$ cat config.mk
export PLATFORM = sky130hd
export DESIGN_NAME = uart_tx_fifo_flat
export DESIGN_NICKNAME = d
export VERILOG_FILES = /design/src/rtl/uart_tx_fifo_if.sv /design/src/rtl/uart_tx_fifo.sv /design/src/flat_wrapper.sv
export SDC_FILE = /design/constraint.sdc
export NUM_CORES = 1
export LEC_CHECK = 0
export CAP_MARGIN = 20
export CORE_UTILIZATION = 50
export CTS_CLUSTER_DIAMETER = 30
export DETAILED_ROUTE_END_ITERATION = 10
export GPL_TIMING_DRIVEN = 0
export HOLD_SLACK_MARGIN = 0.03
export PLACE_DENSITY = 0.75
export RECOVER_POWER = 100
export REMOVE_ABC_BUFFERS = 1
export SETUP_SLACK_MARGIN = 0.02
export SKIP_CTS_REPAIR_TIMING = 1
export SLEW_MARGIN = 0
export SYNTH_ARGS = -nofsm -noshare
export SYNTH_HDL_FRONTEND = slang
export SYNTH_SLANG_ARGS = --single-unit
$ cat constraint.sdc
create_clock -name clk -period 7.75 [get_ports clk]
set_clock_uncertainty 0.1 [all_clocks]
set_input_delay 1.9375 -clock clk [delete_from_list [all_inputs] [get_ports clk]]
set_output_delay 1.9375 -clock clk [all_outputs]
set_load 0.01 [all_outputs]
$ cat src/rtl/uart_tx_fifo_if.sv
// Byte-queue side of the UART transmitter: write strobe and word in, serial line and FIFO status out.
// Writes are never stalled; a write into a full queue is dropped and reported on txdOverflow.
interface uart_tx_fifo_if #(
    parameter int DATA_BITS  = 8,
    parameter int FIFO_DEPTH = 16
);
    logic                          txdStart;
    logic [DATA_BITS-1:0]          data;
    logic                          txd;
    logic                          txdBusy;
    logic                          txdFull;
    logic                          txdOverflow;
    logic [$clog2(FIFO_DEPTH):0]   fifoCount;

    modport master (
        output txdStart, data,
        input  txd, txdBusy, txdFull, txdOverflow, fifoCount
    );

    modport slave (
        input  txdStart, data,
        output txd, txdBusy, txdFull, txdOverflow, fifoCount
    );
endinterface

$ cat src/rtl/uart_tx_fifo.sv
// UART transmitter with transmit FIFO and fractional baud generator; start bit reaches the pin one cycle after the pop.
// No stall on the write side: writes into a full FIFO are dropped and flagged with a one-cycle txdOverflow pulse.
module sync_fifo #(
    parameter int WIDTH = 8,
    parameter int DEPTH = 16
) (
    input  logic                       clk,
    input  logic                       reset,
    input  logic                       wrVld,
    input  logic [WIDTH-1:0]           wrDat,
    input  logic                       rdRdy,
    output logic                       rdVld,
    output logic [WIDTH-1:0]           rdDat,
    output logic                       full,
    output logic [$clog2(DEPTH):0]     count
);
    localparam int AW = $clog2(DEPTH);
    localparam int CW = AW + 1;

    logic [WIDTH-1:0] mem [DEPTH];
    logic [AW-1:0]    wrPtr;
    logic [AW-1:0]    rdPtr;
    logic             wrEn;
    logic             rdEn;

    assign full  = (count == CW'(DEPTH));
    assign rdVld = (count != '0);
    assign rdDat = mem[rdPtr];
    // Fullness is judged on the current count, so a same-cycle pop never frees room for a write.
    assign wrEn  = wrVld && !full;
    assign rdEn  = rdRdy && rdVld;

    always_ff @(posedge clk) begin
        if (wrEn) begin
            mem[wrPtr] <= wrDat;
        end
    end

    always_ff @(posedge clk) begin
        if (!reset) begin
            wrPtr <= '0;
            rdPtr <= '0;
            count <= '0;
        end else begin
            if (wrEn) begin
                wrPtr <= wrPtr + 1'b1;
            end
            if (rdEn) begin
                rdPtr <= rdPtr + 1'b1;
            end
            case ({wrEn, rdEn})
                2'b10:   count <= count + 1'b1;
                2'b01:   count <= count - 1'b1;
                default: count <= count;
            endcase
        end
    end
endmodule

module uart_tx_fifo #(
    parameter int CLK_FREQ   = 25000000,
    parameter int BAUD       = 9600,
    parameter int ACC_WIDTH  = 16,
    parameter int DATA_BITS  = 8,
    parameter int PARITY     = 0,
    parameter int STOP_BITS  = 1,
    parameter int FIFO_DEPTH = 16
) (
    input  logic             clk,
    input  logic             reset,
    uart_tx_fifo_if.slave    bus
);
    localparam int CW = $clog2(FIFO_DEPTH) + 1;
    localparam logic [63:0] INC_CALC =
        ((64'(BAUD) << (ACC_WIDTH - 4)) + (64'(CLK_FREQ) >> 5)) / (64'(CLK_FREQ) >> 4);
    localparam logic [ACC_WIDTH-1:0] INC = INC_CALC[ACC_WIDTH-1:0];
    localparam logic [3:0] LAST_BIT  = 4'(DATA_BITS - 1);
    localparam logic       LAST_STOP = 1'(STOP_BITS - 1);

    localparam logic [2:0] IDLE  = 3'd0;
    localparam logic [2:0] START = 3'd1;
    localparam logic [2:0] DATA  = 3'd2;
    localparam logic [2:0] PAR   = 3'd3;
    localparam logic [2:0] STOP  = 3'd4;

    logic [2:0]           state;
    logic [ACC_WIDTH-1:0] acc;
    logic [ACC_WIDTH:0]   sum;
    logic                 tick;
    logic [DATA_BITS-1:0] shiftReg;
    logic [DATA_BITS-1:0] head;
    logic                 parBit;
    logic                 headPar;
    logic [3:0]           bitCnt;
    logic                 stopCnt;
    logic                 lastStop;
    logic                 txdReg;
    logic                 overflowReg;
    logic                 fifoVld;
    logic                 fifoFull;
    logic                 pop;
    logic [CW-1:0]        count;

    sync_fifo #(
        .WIDTH (DATA_BITS),
        .DEPTH (FIFO_DEPTH)
    ) txFifo (
        .clk   (clk),
        .reset (reset),
        .wrVld (bus.txdStart),
        .wrDat (bus.data),
        .rdRdy (pop),
        .rdVld (fifoVld),
        .rdDat (head),
        .full  (fifoFull),
        .count (count)
    );

    // Carry out of the phase accumulator marks the end of each bit period.
    assign sum      = {1'b0, acc} + {1'b0, INC};
    assign tick     = sum[ACC_WIDTH] && (state != IDLE);
    assign lastStop = (stopCnt == LAST_STOP);
    assign headPar  = (PARITY == 1) ? ~(^head) : ^head;
    assign pop      = fifoVld && ((state == IDLE) || (state == STOP && tick && lastStop));

    always_ff @(posedge clk) begin
        if (!reset) begin
            acc <= '0;
        end else if (state == IDLE) begin
            acc <= '0;
        end else begin
            acc <= sum[ACC_WIDTH-1:0];
        end
    end

    always_ff @(posedge clk) begin
        if (!reset) begin
            state    <= IDLE;
            txdReg   <= 1'b1;
            shiftReg <= '0;
            parBit   <= 1'b0;
            bitCnt   <= '0;
            stopCnt  <= 1'b0;
        end else begin
            case (state)
                IDLE: begin
                    txdReg <= 1'b1;
                    if (fifoVld) begin
                        shiftReg <= head;
                        parBit   <= headPar;
                        state    <= START;
                        txdReg   <= 1'b0;
                    end
                end
                START: begin
                    if (tick) begin
                        state    <= DATA;
                        txdReg   <= shiftReg[0];
                        shiftReg <= shiftReg >> 1;
                        bitCnt   <= '0;
                    end
                end
                DATA: begin
                    if (tick) begin
                        if (bitCnt == LAST_BIT) begin
                            stopCnt <= 1'b0;
                            if (PARITY != 0) begin
                                state  <= PAR;
                                txdReg <= parBit;
                            end else begin
                                state  <= STOP;
                                txdReg <= 1'b1;
                            end
                        end else begin
                            txdReg   <= shiftReg[0];
                            shiftReg <= shiftReg >> 1;
                            bitCnt   <= bitCnt + 1'b1;
                        end
                    end
                end
                PAR: begin
                    if (tick) begin
                        state   <= STOP;
                        txdReg  <= 1'b1;
                        stopCnt <= 1'b0;
                    end
                end
                STOP: begin
                    if (tick) begin
                        if (!lastStop) begin
                            stopCnt <= stopCnt + 1'b1;
                        end else if (fifoVld) begin
                            // Chain straight into the next start bit so queued frames leave back-to-back.
                            shiftReg <= head;
                            parBit   <= headPar;
                            state    <= START;
                            txdReg   <= 1'b0;
                        end else begin
                            state  <= IDLE;
                            txdReg <= 1'b1;
                        end
                    end
                end
                default: begin
                    state  <= IDLE;
                    txdReg <= 1'b1;
                end
            endcase
        end
    end

    always_ff @(posedge clk) begin
        if (!reset) begin
            overflowReg <= 1'b0;
        end else begin
            overflowReg <= bus.txdStart && fifoFull;
        end
    end

    assign bus.txd         = txdReg;
    assign bus.txdBusy     = fifoVld || (state != IDLE);
    assign bus.txdFull     = fifoFull;
    assign bus.txdOverflow = overflowReg;
    assign bus.fifoCount   = count;
endmodule

$ cat src/flat_wrapper.sv
// flat-port wrapper written by rule: the top's interface ports become plain ports
module uart_tx_fifo_flat 
#(
    parameter int CLK_FREQ   = 25000000,
    parameter int BAUD       = 9600,
    parameter int ACC_WIDTH  = 16,
    parameter int DATA_BITS  = 8,
    parameter int PARITY     = 0,
    parameter int STOP_BITS  = 1,
    parameter int FIFO_DEPTH = 16
)
  (clk, reset, bus_txdStart, bus_data, bus_txd, bus_txdBusy, bus_txdFull, bus_txdOverflow, bus_fifoCount);
  uart_tx_fifo_if #(.DATA_BITS(DATA_BITS), .FIFO_DEPTH(FIFO_DEPTH)) bus_i ();
  input  logic clk;
  input  logic reset;
  input wire logic [$bits(bus_i.txdStart)-1:0] bus_txdStart;
  input wire logic [$bits(bus_i.data)-1:0] bus_data;
  output wire logic [$bits(bus_i.txd)-1:0] bus_txd;
  output wire logic [$bits(bus_i.txdBusy)-1:0] bus_txdBusy;
  output wire logic [$bits(bus_i.txdFull)-1:0] bus_txdFull;
  output wire logic [$bits(bus_i.txdOverflow)-1:0] bus_txdOverflow;
  output wire logic [$bits(bus_i.fifoCount)-1:0] bus_fifoCount;
  assign bus_i.txdStart = bus_txdStart;
  assign bus_i.data = bus_data;
  assign bus_txd = bus_i.txd;
  assign bus_txdBusy = bus_i.txdBusy;
  assign bus_txdFull = bus_i.txdFull;
  assign bus_txdOverflow = bus_i.txdOverflow;
  assign bus_fifoCount = bus_i.fifoCount;
  uart_tx_fifo #(.CLK_FREQ(CLK_FREQ), .BAUD(BAUD), .ACC_WIDTH(ACC_WIDTH), .DATA_BITS(DATA_BITS), .PARITY(PARITY), .STOP_BITS(STOP_BITS), .FIFO_DEPTH(FIFO_DEPTH)) u_core (.clk(clk), .reset(reset), .bus(bus_i));
endmodule
After elaboration in Yosys (flattened, before gate mapping):

Memory sizes are Yosys's and may differ from the RTL's. A register that Yosys moved wholly into a read port is not among the register bits.
Cells that the tools add are included.

* register bits after elaboration: 47
* latch bits: 0
* bits in writable memories: 128
* ROM bits: 0
* input bits: 11
* output and inout port bits: 9
* word-level logic and storage cells: 98
* memories kept: 1

* add/sub/neg operators: 7
* multiply operators: 0
* divide/modulo/power cells: 0
* $lt $le $gt $ge: 0
* equal/unequal tests: 16
* shift operators: 0
* muxes and demuxes: 39
* bitwise operators: 2
* reductions and logical operators: 23

Memory list
* u_core.txFifo.mem: words 16, bits a word 8, read ports 1, clocked after memory_dff 1, write ports 1, line uart_tx_fifo.sv:20 `logic [WIDTH-1:0] mem [DEPTH];`

Operators by type and width (number)
* $mux 8: 6
* $pmux 8 s4: 1
* $mux 3: 7
* $mux 4: 5
* $add 16x5->17 const B: 1
* $mux 1: 15
* $pmux 3 s5: 1
* $add 4x1->4 const B: 3
* $ne 2x1->1 const B: 6
* $pmux 5 s2: 1
* $reduce_and 5->1: 2
* $pmux 4 s2: 1
* $logic_and 1x1->1: 7
* $reduce_and 7->1: 1
* $eq 3x2->1 const B: 2
* $reduce_and 6->1: 1
* $reduce_bool 3->1: 2
* $add 5x1->5 const B: 1
* $eq 5x5->1 const B: 1
* $pmux 1 s5: 1
* $reduce_bool 5->1: 1
* $sub 5x1->5 const B: 1
* $eq 4x3->1 const B: 1
* $ne 2x2->1 const B: 2
* other kinds (14): 17

Depth between registers and ports, before layout:

Gate-level depths: netlist of run 1.

* depth in word-level cells: 9
* depth in mapped cells: 13
* gate-level depth less buffers: 12

Modules after synthesis:

From an unflattened synthesis of run 1, not the netlist that was laid out.

* cells, all modules: 469
* area total of the unflattened synthesis: 7403.4 sq um

Modules (own cells, without submodules)
* sync_fifo: times used 1, cells each 298, area each 5833.1 sq um, seq. area each 4184.0 sq um
* uart_tx_fifo: times used 1, cells each 171, area each 1570.3 sq um, seq. area each 660.6 sq um

Least setup slack after synthesis of run 1:

Ideal clock, no wire load.

* path type: input to register
* start point: input port bus_txdStart
* end point: register u_core.txFifo.count[4]
* setup time: 0.129 ns
* arrival time: 3.916 ns
* data required time: 7.521 ns
* setup slack: 3.605 ns
* stages: 10
* path buffers: 1
* cell sequence: a21boi_1 -> inv_1 -> ha_1 -> clkbuf_1 -> xor2_1 -> ha_1 -> a31o_2 -> a31oi_1 -> nor4_1 -> mux2i_1

* word-level cells in the longest chain between the ends: 3
* elaborated cells between the ends (all ways): 5
* those cells by class: eq/ne: 2; mux: 1; reduce/logical: 2

RTL lines
* start: declaration: line flat_wrapper.sv:16 `input wire logic [$bits(bus_i.txdStart)-1:0] bus_txdStart;`
* $logic_and 1x1->1 *: line uart_tx_fifo.sv:30 `assign wrEn = wrVld && !full;`
* $eq 2x1->1 / $eq 2x2->1 (equally long branches): line uart_tx_fifo.sv:51 `case ({wrEn, rdEn})`
* $pmux 5 s2 / $reduce_bool 2->1 (equally long branches)
* end signal: assignment: line uart_tx_fifo.sv:52 `2'b10: count <= count + 1'b1;`
* end signal: assignment: line uart_tx_fifo.sv:53 `2'b01: count <= count - 1'b1;`
* end signal: assignment: line uart_tx_fifo.sv:54 `default: count <= count;`
* end: declaration: line uart_tx_fifo.sv:15 `output logic [$clog2(DEPTH):0] count`

Every way passes the cells marked *; elsewhere a longest branch is shown, timed or not.
A chain may end at the register's enable or synchronous reset.

Final worst setup path of run 1:

Ends and elaborated chain as after synthesis.

==> key figures, run 1 <==
Synth
  • Flip-flop and latch count after synthesis: 178
  • Top cell type by total area after synthesis: edfxtp_1
  • Post-Syn Area: 7510 um2
  • Synthesized area per cell: 14.4 um2
  • Synthesis Warnings: 0
  • Fraction of post-synthesis cell area in the top cell type by area: 51.2%
  • Async set or reset register ratio after synthesis: 0%
  • Share of synthesized area occupied by flip-flops and latches: 64.5%
  • Top area cells in the synthesized netlist: edfxtp_1 (51%), dfxtp_1 (13%), mux4_2 (9.6%), nor2_1 (2.4%), nand2_1 (1.9%)
  • Number of synthesized flops with an enable pin: 128
  • Library cell with the highest instance count after synthesis: edfxtp_1
  • Post-synth top flop: edfxtp_1
  • Count of cell types in the netlist: 57
  • Synthesized netlist cell count: 523
  • Synth cell count leaders: edfxtp_1 (128), dfxtp_1 (50), nor2_1 (49)

Route
  • Wire length per cell after detailed routing: 20.0 um
  • Wire length on met2: 7160 um
  • Starting DRC count in detailed routing: 495
  • Detailed-routing iteration count for the pre-antenna-repair pass: 5
  • Uppermost layer routed: met4
  • Post-route DRC: 0
  • Drt via density: 6.01
  • ANT nets after route: 0
  • Aggregate routed wire length: 14,700 um
  • Routed length on met1: 6580 um
  • Total number of vias: 4,407
  • Detailed-routed wire length on met3: 727 um

Placement
  • Post-Place Cells: 701
  • Half-perimeter wire length after detailed placement: 9290 um
  • Routability Congestion: 0.815
  • Dpl cell area: 7820 um2
  • PortBufs: 19

STA
  • Setup TNS Final: 0 ns
  • Smallest hold slack: 0.364 ns
  • Period Utilization, post-route: 63.7%
  • Tightest Pin Transition: 1.07 ns
  • Endpoints failing setup: 0
  • Total count of hold-check failures in the final report: 0
  • Final number of max-transition violations: 0
  • Maximum operating frequency: 202 MHz
  • Min cycle time layout: 4.94 ns
  • Relative slew slack: 27.9%
  • Unrepaired setup endpoints after global routing: false

Cells and area
  • Cell Count, Final, Fillers Out: 733
  • Layout overhead on the synthesized area: 12.0%
  • Fraction of layout cells with a size suffix above 1: 14.0%
  • Layout Cell Area excl Fill: 8410 um2
  • Final net count: 556
  • Antenna Cells: 0

Clock tree
  • Total clock sinks: 178
  • CTS tree: built
  • Maximum buffer depth of the clock tree: 2
  • Number of H-tree branching levels: 4
  • Clk_lat worst skew: 0.43 ns
  • Inserted Clock Buffers: 17
  • Worst-path clk slew: 0.06 ns
  • Root Driver: clkbuf_16

Pwr
  • Share of power burned in the clock network: 34.2%
  • Static Leak: 2.70 nW
  • Internal cell power: 1.83 mW
  • Total power per unit cell area: 307 nW/um2
  • Part of the total power dissipated in sequential elements: 45.3%
  • IR drop worst, VDD: 0.226 mV
  • Switching share of power: 29.1%
  • Switching power: 0.751 mW
  • Share of power burned in combinational logic: 20.5%

Critical path
  • Data arrival time of the worst path: 5.20 ns
  • Path type of the worst setup path: input port to flip-flop
  • CP Capture Type: flip-flop
  • Crit path max fanout: 12
  • Startpoint types: input port
  • CP Data Required Time: 8.01 ns

Global routing
  • Global-route usage over all layers: 20.1%
  • Number of global-route vias before repair: 4,381
  • Pin count of the biggest net entering global routing: 31
  • First-pass GRT wire length: 23,500 um
  • GRT Residual Overflow: 0
  • Antenna violations before repair: 0

Floorplanning
  • X dimension of the die: 125 um
  • Standard cell core area: 14,600 um2
  • Starting density of the core: 51.5%
  • I/O pin total: 20
  • Count of standard-cell rows: 44
  • Die Area: 15,500 um2
  • Floorplan die height: 125 um

Min path
  • Kind of path behind the tightest hold check: flip-flop to flip-flop

Job
  • Reported max-cap violation count: 0

Run status
  • Result of the run: finished clean
==> registers in the layout (all words and copies together) (netlist names), named ones only <==
| signal | count |
|---|---|
| u_core.acc | 16 |
| u_core.txFifo.rdPtr | 4 |
| u_core.txFifo.count | 5 |
| u_core.shiftReg | 8 |
| u_core.bitCnt | 4 |
| u_core.bus.txd | 1 |
| u_core.txFifo.mem | 128 |
| u_core.state | 3 |
| u_core.txFifo.wrPtr | 4 |
| u_core.bus.txdOverflow | 1 |
==> stage by stage <==
stage / power (mW) / setup WS, ns / utilization [%]
after global routing: 2.69 / 2.40 / 57.7
after detailed placement: 1.73 / 2.81 / 53.6
after CTS: 2.61 / 3.23 / 57.7
final: 2.58 / 2.81 / 57.7
after floorplan: 1.55 / 3.69 / -
after global placement: 1.70 / 2.78 / 53.3
==> power groups by stage <==
stage	Clock [mW]	Sequential, mW	Combinational, mW
after global routing	0.931	1.18	0.580
final	0.882	1.17	0.529
after detailed placement	0	1.19	0.535
after global placement	0	1.19	0.511
after floorplan	0	1.17	0.377
after CTS	0.894	1.17	0.542
==> final timing paths <==
path                   start                     end  slack (ns)  cells past startpoint
max             bus_txdStart  u_core.txFifo.count[4]        2.81                     10
min            u_core.acc[0]           u_core.acc[0]        0.36                      1
max reg2reg  u_core.state[1]  u_core.txFifo.count[3]        4.07                     10
min reg2reg    u_core.acc[0]           u_core.acc[0]        0.36                      1
==> logic make-up after synthesis <==
kind of cell             Yosys count  synth area share [%]
buffers and inverters             40                  2.60
AO/OA/AOI/OAI                     64                  6.38
XOR/XNOR                          22                  2.57
flip-flops                       178                  64.5
multiplexers                      46                  11.5
AND/OR/NAND/NOR                  164                  11.0
adder cells (fa/ha/maj)            9                  1.50
==> worst max-delay path, cell delays in order <==
cell and delay [ns]:
dlygate4sd3_1 0.59, a21boi_0 0.87, inv_1 0.21, ha_1 0.40, xor2_1 0.19, ha_1 0.27, a31o_2 0.18, a31oi_1 0.04
nor4_1 0.29, mux2i_1 0.21
==> area by class of cell <==
cell class | count | area, um2
Fill cell | 1083 | 6180
Sequential cell | 178 | 4850
Multi-Input combinational cell | 305 | 2470
Clock buffer | 18 | 429
Tap cell | 184 | 230
Timing Repair Buffer | 24 | 225
Clock inverter | 14 | 174
Inverter | 10 | 37.5
==> cell usage in the layout, fill, tap and decap left out, types with 3 or more instances in the layout <==
cell type / instances
nor3_1: 20
dlygate4sd3_1: 18
nand2b_1: 7
inv_6: 5
xnor2_1: 9
clkbuf_1: 5
mux4_2: 32
nor2_1: 49
bufinv_16: 3
a211oi_1: 8
nand3_1: 13
dfxtp_1: 48
ha_1: 9
and4_1: 3
edfxtp_1: 128
a21oi_1: 13
o21ai_0: 5
nand4_1: 4
nor4b_1: 3
nand2_1: 38
inv_1: 10
clkinv_2: 3
mux2i_1: 14
xor2_1: 13
a211o_1: 8
clkbuf_16: 17
a311oi_1: 7
and3_1: 4
nor2b_1: 7
==> metal layers <==
layer	GRT usage (%)	vias to the layer above
met4	5.67	0
met1	26.7	2228
met5	0	-
met3	5.67	15
li1	-	2034
met2	32.2	130
(Power assumes the default switching activity.)
==> run 2, diff against run 1 <==
==> constraint.sdc (replaced) <==
create_clock -name clk -period 4.6 [get_ports clk]
set_clock_uncertainty 0.1 [all_clocks]
set_input_delay 1.15 -clock clk [delete_from_list [all_inputs] [get_ports clk]]
set_output_delay 1.15 -clock clk [all_outputs]
set_load 0.01 [all_outputs]
==> run 2 against run 1 <==
Compared with the run above: global-route usage did not move; critical path type is now flip-flop to flip-flop; register-to-register slack worse by 3.4 ns; power rose by 68%; non-clock buffer count stayed put; clock power grew 68%; worst hold slack barely moved.
==> key figures, run 2 (synthesized netlist as in run 1, its figures left out) <==
Run status
  • Result of the run: finished clean

Global routing
  • First-pass GRT wire length: 23,500 um
  • Pin count of the biggest net entering global routing: 31
  • Global-route usage over all layers: 20.1%
  • GRT Residual Overflow: 0
  • Number of global-route vias before repair: 4,381
  • Antenna violations before repair: 0

Pwr
  • Static Leak: 2.70 nW
  • Total power per unit cell area: 516 nW/um2
  • Switching power: 1.26 mW
  • Switching share of power: 29.1%
  • Share of power burned in combinational logic: 20.5%
  • Share of power burned in the clock network: 34.2%
  • Part of the total power dissipated in sequential elements: 45.3%
  • IR drop worst, VDD: 0.381 mV
  • Internal cell power: 3.08 mW

Route
  • Detailed-routing iteration count for the pre-antenna-repair pass: 5
  • Aggregate routed wire length: 14,600 um
  • Wire length per cell after detailed routing: 20.0 um
  • Uppermost layer routed: met4
  • Starting DRC count in detailed routing: 489
  • Wire length on met2: 7140 um
  • Total number of vias: 4,401
  • ANT nets after route: 0
  • Post-route DRC: 0
  • Detailed-routed wire length on met3: 717 um
  • Routed length on met1: 6600 um
  • Drt via density: 6.00

Floorplanning
  • X dimension of the die: 125 um
  • Count of standard-cell rows: 44
  • Standard cell core area: 14,600 um2
  • Floorplan die height: 125 um
  • Die Area: 15,500 um2
  • I/O pin total: 20
  • Starting density of the core: 51.5%

Critical path
  • Crit path max fanout: 13
  • CP Capture Type: flip-flop
  • Path depth of the worst reg2reg path: 10
  • Highest-delay cell along the critical path: a21boi_0
  • Worst flop-to-flop path startpoint: u_core.state[1]
  • Buf/Inv on CP: 1
  • Path type of the worst setup path: flip-flop to flip-flop
  • Reg-to-Reg End: u_core.txFifo.count[3]
  • Register-to-Register Setup Slack: 0.69 ns
  • Data arrival time of the worst path: 4.16 ns
  • Startpoint types: flip-flop
  • Worst path top cell family by delay: simple AND/OR/NAND/NOR gates
  • Delay of the slowest cell on the worst path: 0.69 ns
  • CP Data Required Time: 4.85 ns
  • Cells along the critical path: nor2_1, a21boi_0, nand2_1, inv_1, ha_1, or4b_2, a21oi_1, nand4_1, and4_1, nor3_1

Min path
  • Cell depth of the worst min-delay path: 1
  • Terminating pin of the worst hold path: u_core.acc[0]
  • Kind of path behind the tightest hold check: flip-flop to flip-flop
  • Startpoint of the tightest hold check path: u_core.acc[0]

Job
  • Reported max-cap violation count: 0

Cells and area
  • Total of fill cells in the finished design: 1,083
  • Register name with the most flops: u_core.txFifo.mem
  • Final net count: 556
  • Layout Cell Area excl Fill: 8410 um2
  • Fraction of layout cells with a size suffix above 1: 14.0%
  • Flip-flop count of the largest register, all copies and words added: 128
  • Antenna Cells: 0
  • Commonest cells after routing, fill and taps aside: edfxtp_1 (128), nor2_1 (49), dfxtp_1 (48), nand2_1 (38), mux4_2 (32)
  • Most frequent standard cell in the layout excluding fill and tap cells: edfxtp_1
  • Regs by FF count: u_core.txFifo.mem x128, u_core.acc x16, u_core.shiftReg x8
  • Layout overhead on the synthesized area: 12.0%

Placement
  • Dpl cell area: 7820 um2
  • Worst Setup Slack post-DPL: 0.445 ns
  • Routability Congestion: 0.815
  • Half-perimeter wire length after detailed placement: 9290 um
  • PortBufs: 19

STA
  • Endpoints failing setup: 0
  • Smallest hold slack: 0.365 ns
  • Final number of max-transition violations: 0
  • Period Utilization, post-route: 85.1%
  • Maximum operating frequency: 256 MHz
  • Total count of hold-check failures in the final report: 0
  • Relative slew slack: 33.1%
  • Final setup margin: 0.687 ns
  • Tightest Pin Transition: 1.00 ns
  • Unrepaired setup endpoints after global routing: false
  • Setup TNS Final: 0 ns
  • Min cycle time layout: 3.91 ns

Clock tree
  • Inserted Clock Buffers: 17
  • Number of H-tree branching levels: 4
  • Worst-path clk slew: 0.07 ns
  • Root Driver: clkbuf_16
  • CTS tree: built
  • Total clock sinks: 178
  • Maximum buffer depth of the clock tree: 2
  • Clk_lat worst skew: 0.43 ns
## run 2: cell counts in the layout (fill, tap and decap cells not counted)
Identical to the previous run, type by type.
## run 2: final cells by class
cell class	instances	area, um2	share of cell area, %
tap	184	230	2.74
inverter	10	37.5	0.446
multi-input combinational	305	2470	29.3
sequential	178	4850	57.6
clock buffer	18	429	5.10
clock inverter	14	174	2.07
timing repair buffer	24	225	2.68
## run 2: power by group through the flow
stage               clock (mW)  combinational (mW)  sequential, mW
floorplan                    0               0.636            1.98
global placement             0               0.862            2.00
detailed placement           0               0.902            2.00
CTS                       1.51               0.912            1.97
global route              1.57               0.977            1.99
finish                    1.48               0.890            1.97
## run 2: routing by layer
metal	GRT usage, %	vias to the layer above
met5	0	-
met4	5.67	0
met3	5.67	17
met2	32.2	135
met1	26.7	2213
li1	-	2036
## run 2: through the flow
step                      util [%]  total power [mW]  std cells
after floorplan                  -              2.61        493
after global placement        53.3              2.86        696
after detailed placement      53.6              2.91        701
after CTS                     57.7              4.39        733
after global routing          57.7              4.54        733
final                         57.7              4.34        733
## run 2: worst register-to-register path, cell delays in order, from the launching register on
cell and delay (ns):
dfxtp_1 0.44, nor2_1 0.50, a21boi_0 0.69, nand2_1 0.22, inv_1 0.10, ha_1 0.37
or4b_2 0.64, a21oi_1 0.20, nand4_1 0.15, and4_1 0.27, nor3_1 0.15
## run 2: how the worst max path moves through the flow
stage	endpoint	slack [ns]	from	depth (start not counted)
final	u_core.txFifo.count[3]	0.69	u_core.state[1]	10
after global routing	u_core.txFifo.count[3]	0.31	u_core.state[1]	10
after CTS	u_core.txFifo.count[4]	0.87	bus_txdStart	10
after detailed placement	u_core.txFifo.count[4]	0.44	bus_txdStart	10
after global placement	u_core.txFifo.mem[3][4]	0.42	bus_txdStart	4
after floorplan	u_core.txFifo.count[4]	1.33	bus_txdStart	9
==> run 3, diff against run 2 <==
--- a/config.mk
+++ b/config.mk
@@ -12,7 +12,6 @@
 export GPL_TIMING_DRIVEN = 0
 export HOLD_SLACK_MARGIN = 0.03
 export PLACE_DENSITY = 0.75
-export RECOVER_POWER = 100
 export REMOVE_ABC_BUFFERS = 1
 export SETUP_SLACK_MARGIN = 0.02
 export SKIP_CTS_REPAIR_TIMING = 1
==> constraint.sdc (replaced) <==
create_clock -name clk -period 4.6 [get_ports clk]
set_clock_uncertainty 0.1 [all_clocks]
set_input_delay 0.92 -clock clk [delete_from_list [all_inputs] [get_ports clk]]
set_output_delay 0.92 -clock clk [all_outputs]
set_load 0.01 [all_outputs]
==> run 3 against run 2 <==
Compared with the run above: critical path depth stayed put; worst setup slack better by 0.20 ns; combinational power is 2.6% higher; utilization is 0.094 points higher; sequential share of layout area is 0.094 points lower; clock power hardly changed; power is 0.62% higher; register-to-register slack better by 0.20 ns; sequential cell count stayed put; fmax is 5.4% higher; worst hold slack hardly changed; highest routed layer unchanged.
==> key figures, run 3 (synthesized netlist as in run 1, its figures left out) <==
Run status
  • Result of the run: finished clean

Pwr
  • IR drop worst, VDD: 0.382 mV
  • Total power per unit cell area: 519 nW/um2
  • Static Leak: 2.70 nW

STA
  • Min cycle time layout: 3.71 ns
  • Endpoints failing setup: 0
  • Period Utilization, post-route: 80.7%
  • Maximum operating frequency: 269 MHz
  • Final number of max-transition violations: 0
  • Tightest Pin Transition: 0.999 ns
  • Total count of hold-check failures in the final report: 0
  • Setup TNS Final: 0 ns
  • Unrepaired setup endpoints after global routing: false
  • Relative slew slack: 33.3%

Critical path
  • Path type of the worst setup path: flip-flop to flip-flop
  • Worst flop-to-flop path startpoint: u_core.state[1]
  • Path depth of the worst reg2reg path: 10
  • Highest-delay cell along the critical path: or4b_2
  • Worst path top cell family by delay: simple AND/OR/NAND/NOR gates
  • Register-to-Register Setup Slack: 0.89 ns
  • Data arrival time of the worst path: 3.96 ns
  • Reg-to-Reg End: u_core.txFifo.count[3]
  • CP Data Required Time: 4.84 ns
  • CP Capture Type: flip-flop
  • Delay of the slowest cell on the worst path: 0.64 ns
  • Startpoint types: flip-flop
  • Buf/Inv on CP: 1
  • Crit path max fanout: 13
  • Cells along the critical path: nor2_1, a21boi_1, nand2_1, inv_1, ha_1, or4b_2, a21oi_1, nand4_1, and4_1, nor3_1

Global routing
  • Pin count of the biggest net entering global routing: 31
  • First-pass GRT wire length: 23,500 um
  • Global-route usage over all layers: 20.1%
  • Number of global-route vias before repair: 4,381
  • GRT Residual Overflow: 0
  • Antenna violations before repair: 0

Placement
  • Half-perimeter wire length after detailed placement: 9290 um
  • PortBufs: 19
  • Dpl cell area: 7820 um2
  • Routability Congestion: 0.815

Route
  • Drt via density: 5.98
  • Detailed-routing iteration count for the pre-antenna-repair pass: 5
  • Starting DRC count in detailed routing: 457
  • Post-route DRC: 0
  • ANT nets after route: 0
  • Aggregate routed wire length: 14,600 um
  • Routed length on met1: 6500 um
  • Uppermost layer routed: met4
  • Detailed-routed wire length on met3: 712 um
  • Wire length on met2: 7250 um
  • Wire length per cell after detailed routing: 20.0 um
  • Total number of vias: 4,382

Cells and area
  • Total of fill cells in the finished design: 1,082
  • Commonest cells after routing, fill and taps aside: edfxtp_1 (128), nor2_1 (49), dfxtp_1 (48), nand2_1 (38), mux4_2 (32)
  • Register name with the most flops: u_core.txFifo.mem
  • Regs by FF count: u_core.txFifo.mem x128, u_core.acc x16, u_core.shiftReg x8
  • Flip-flop count of the largest register, all copies and words added: 128
  • Layout overhead on the synthesized area: 12.2%
  • Most frequent standard cell in the layout excluding fill and tap cells: edfxtp_1
  • Area of all sequential standard cells: 4850 um2
  • Final net count: 556
  • Area of the multi-input gates: 2470 um2
  • Fraction of layout cells with a size suffix above 1: 14.9%
  • Antenna Cells: 0
  • Layout Cell Area excl Fill: 8420 um2

Clock tree
  • Inserted Clock Buffers: 17
  • Maximum buffer depth of the clock tree: 2
  • Total clock sinks: 178
  • Root Driver: clkbuf_16
  • CTS tree: built
  • Clk_lat worst skew: 0.43 ns
  • Number of H-tree branching levels: 4
  • Worst-path clk slew: 0.07 ns

Floorplanning
  • Count of standard-cell rows: 44
  • Starting density of the core: 51.5%
  • Standard cell core area: 14,600 um2
  • Die Area: 15,500 um2
  • X dimension of the die: 125 um
  • I/O pin total: 20
  • Floorplan die height: 125 um

Min path
  • Startpoint of the tightest hold check path: u_core.acc[0]
  • Kind of path behind the tightest hold check: flip-flop to flip-flop
  • Cell depth of the worst min-delay path: 1
  • Terminating pin of the worst hold path: u_core.acc[0]

Job
  • Reported max-cap violation count: 0
## run 3: cell types whose count changed in the layout (fill, tap and decap cells not counted)
| cell | previous run | this run |
|---|---|---|
| clkdlybuf4s50_1 | 1 | 19 |
| dlygate4sd3_1 | 18 | 0 |
| clkbuf_1 | 5 | 1 |
| buf_2 | 0 | 2 |
| buf_4 | 0 | 2 |
| a21boi_0 | 1 | 0 |
| a21boi_1 | 1 | 2 |
| or4_1 | 2 | 1 |
| or4_4 | 0 | 1 |
## run 3: worst reg2reg max path: stages (launching register included)
cell,delay (ns)
dfxtp_1,0.44
nor2_1,0.51
a21boi_1,0.52
nand2_1,0.19
inv_1,0.09
ha_1,0.38
or4b_2,0.64
a21oi_1,0.20
nand4_1,0.15
and4_1,0.25
nor3_1,0.16
## run 3: where the power goes
group          internal [mW]  total (mW)  switching, mW
clock network          0.862        1.49          0.624
registers               1.83        1.97          0.142
logic                  0.411       0.913          0.501
total                   3.10        4.37           1.27
## run 3: final cells by class
| class | instances | share of cell area [%] |
|---|---|---|
| clock buffer | 18 | 5.09 |
| clock inverter | 14 | 2.06 |
| inverter | 10 | 0.446 |
| multi-input combinational | 305 | 29.3 |
| sequential | 178 | 57.5 |
| tap | 184 | 2.73 |
| timing repair buffer | 24 | 2.79 |
## run 3: worst max path at each step
stage / startpoint / end / slack [ns] / cells past startpoint
2_1_floorplan: u_core.state[1] / u_core.txFifo.count[3] / 1.55 / 10
3_3_place_gp: bus_txdStart / u_core.txFifo.mem[3][4] / 0.65 / 4
3_5_place_dp: bus_txdStart / u_core.txFifo.count[4] / 0.67 / 10
4_1_cts: u_core.state[1] / u_core.txFifo.count[3] / 0.92 / 10
5_1_grt: u_core.state[1] / u_core.txFifo.count[3] / 0.57 / 10
6_report: u_core.state[1] / u_core.txFifo.count[3] / 0.89 / 10
## run 3: per-stage QoR
stage          hold WS [ns]  power, mW  utilization (%)  std cells  setup WS, ns
2_1_floorplan         0.330       2.61                -        493          1.55
3_3_place_gp          0.343       2.86             53.3        696         0.649
3_5_place_dp          0.351       2.91             53.6        701         0.675
4_1_cts               0.366       4.39             57.7        733         0.923
5_1_grt               0.378       4.56             57.7        733         0.566
6_report              0.364       4.37             57.7        733         0.888
## run 3: per-layer routing
metal	up-vias	GRT usage (%)
met5	-	0
met4	0	5.67
met3	15	5.67
met2	124	32.2
met1	2208	26.7
li1	2035	-
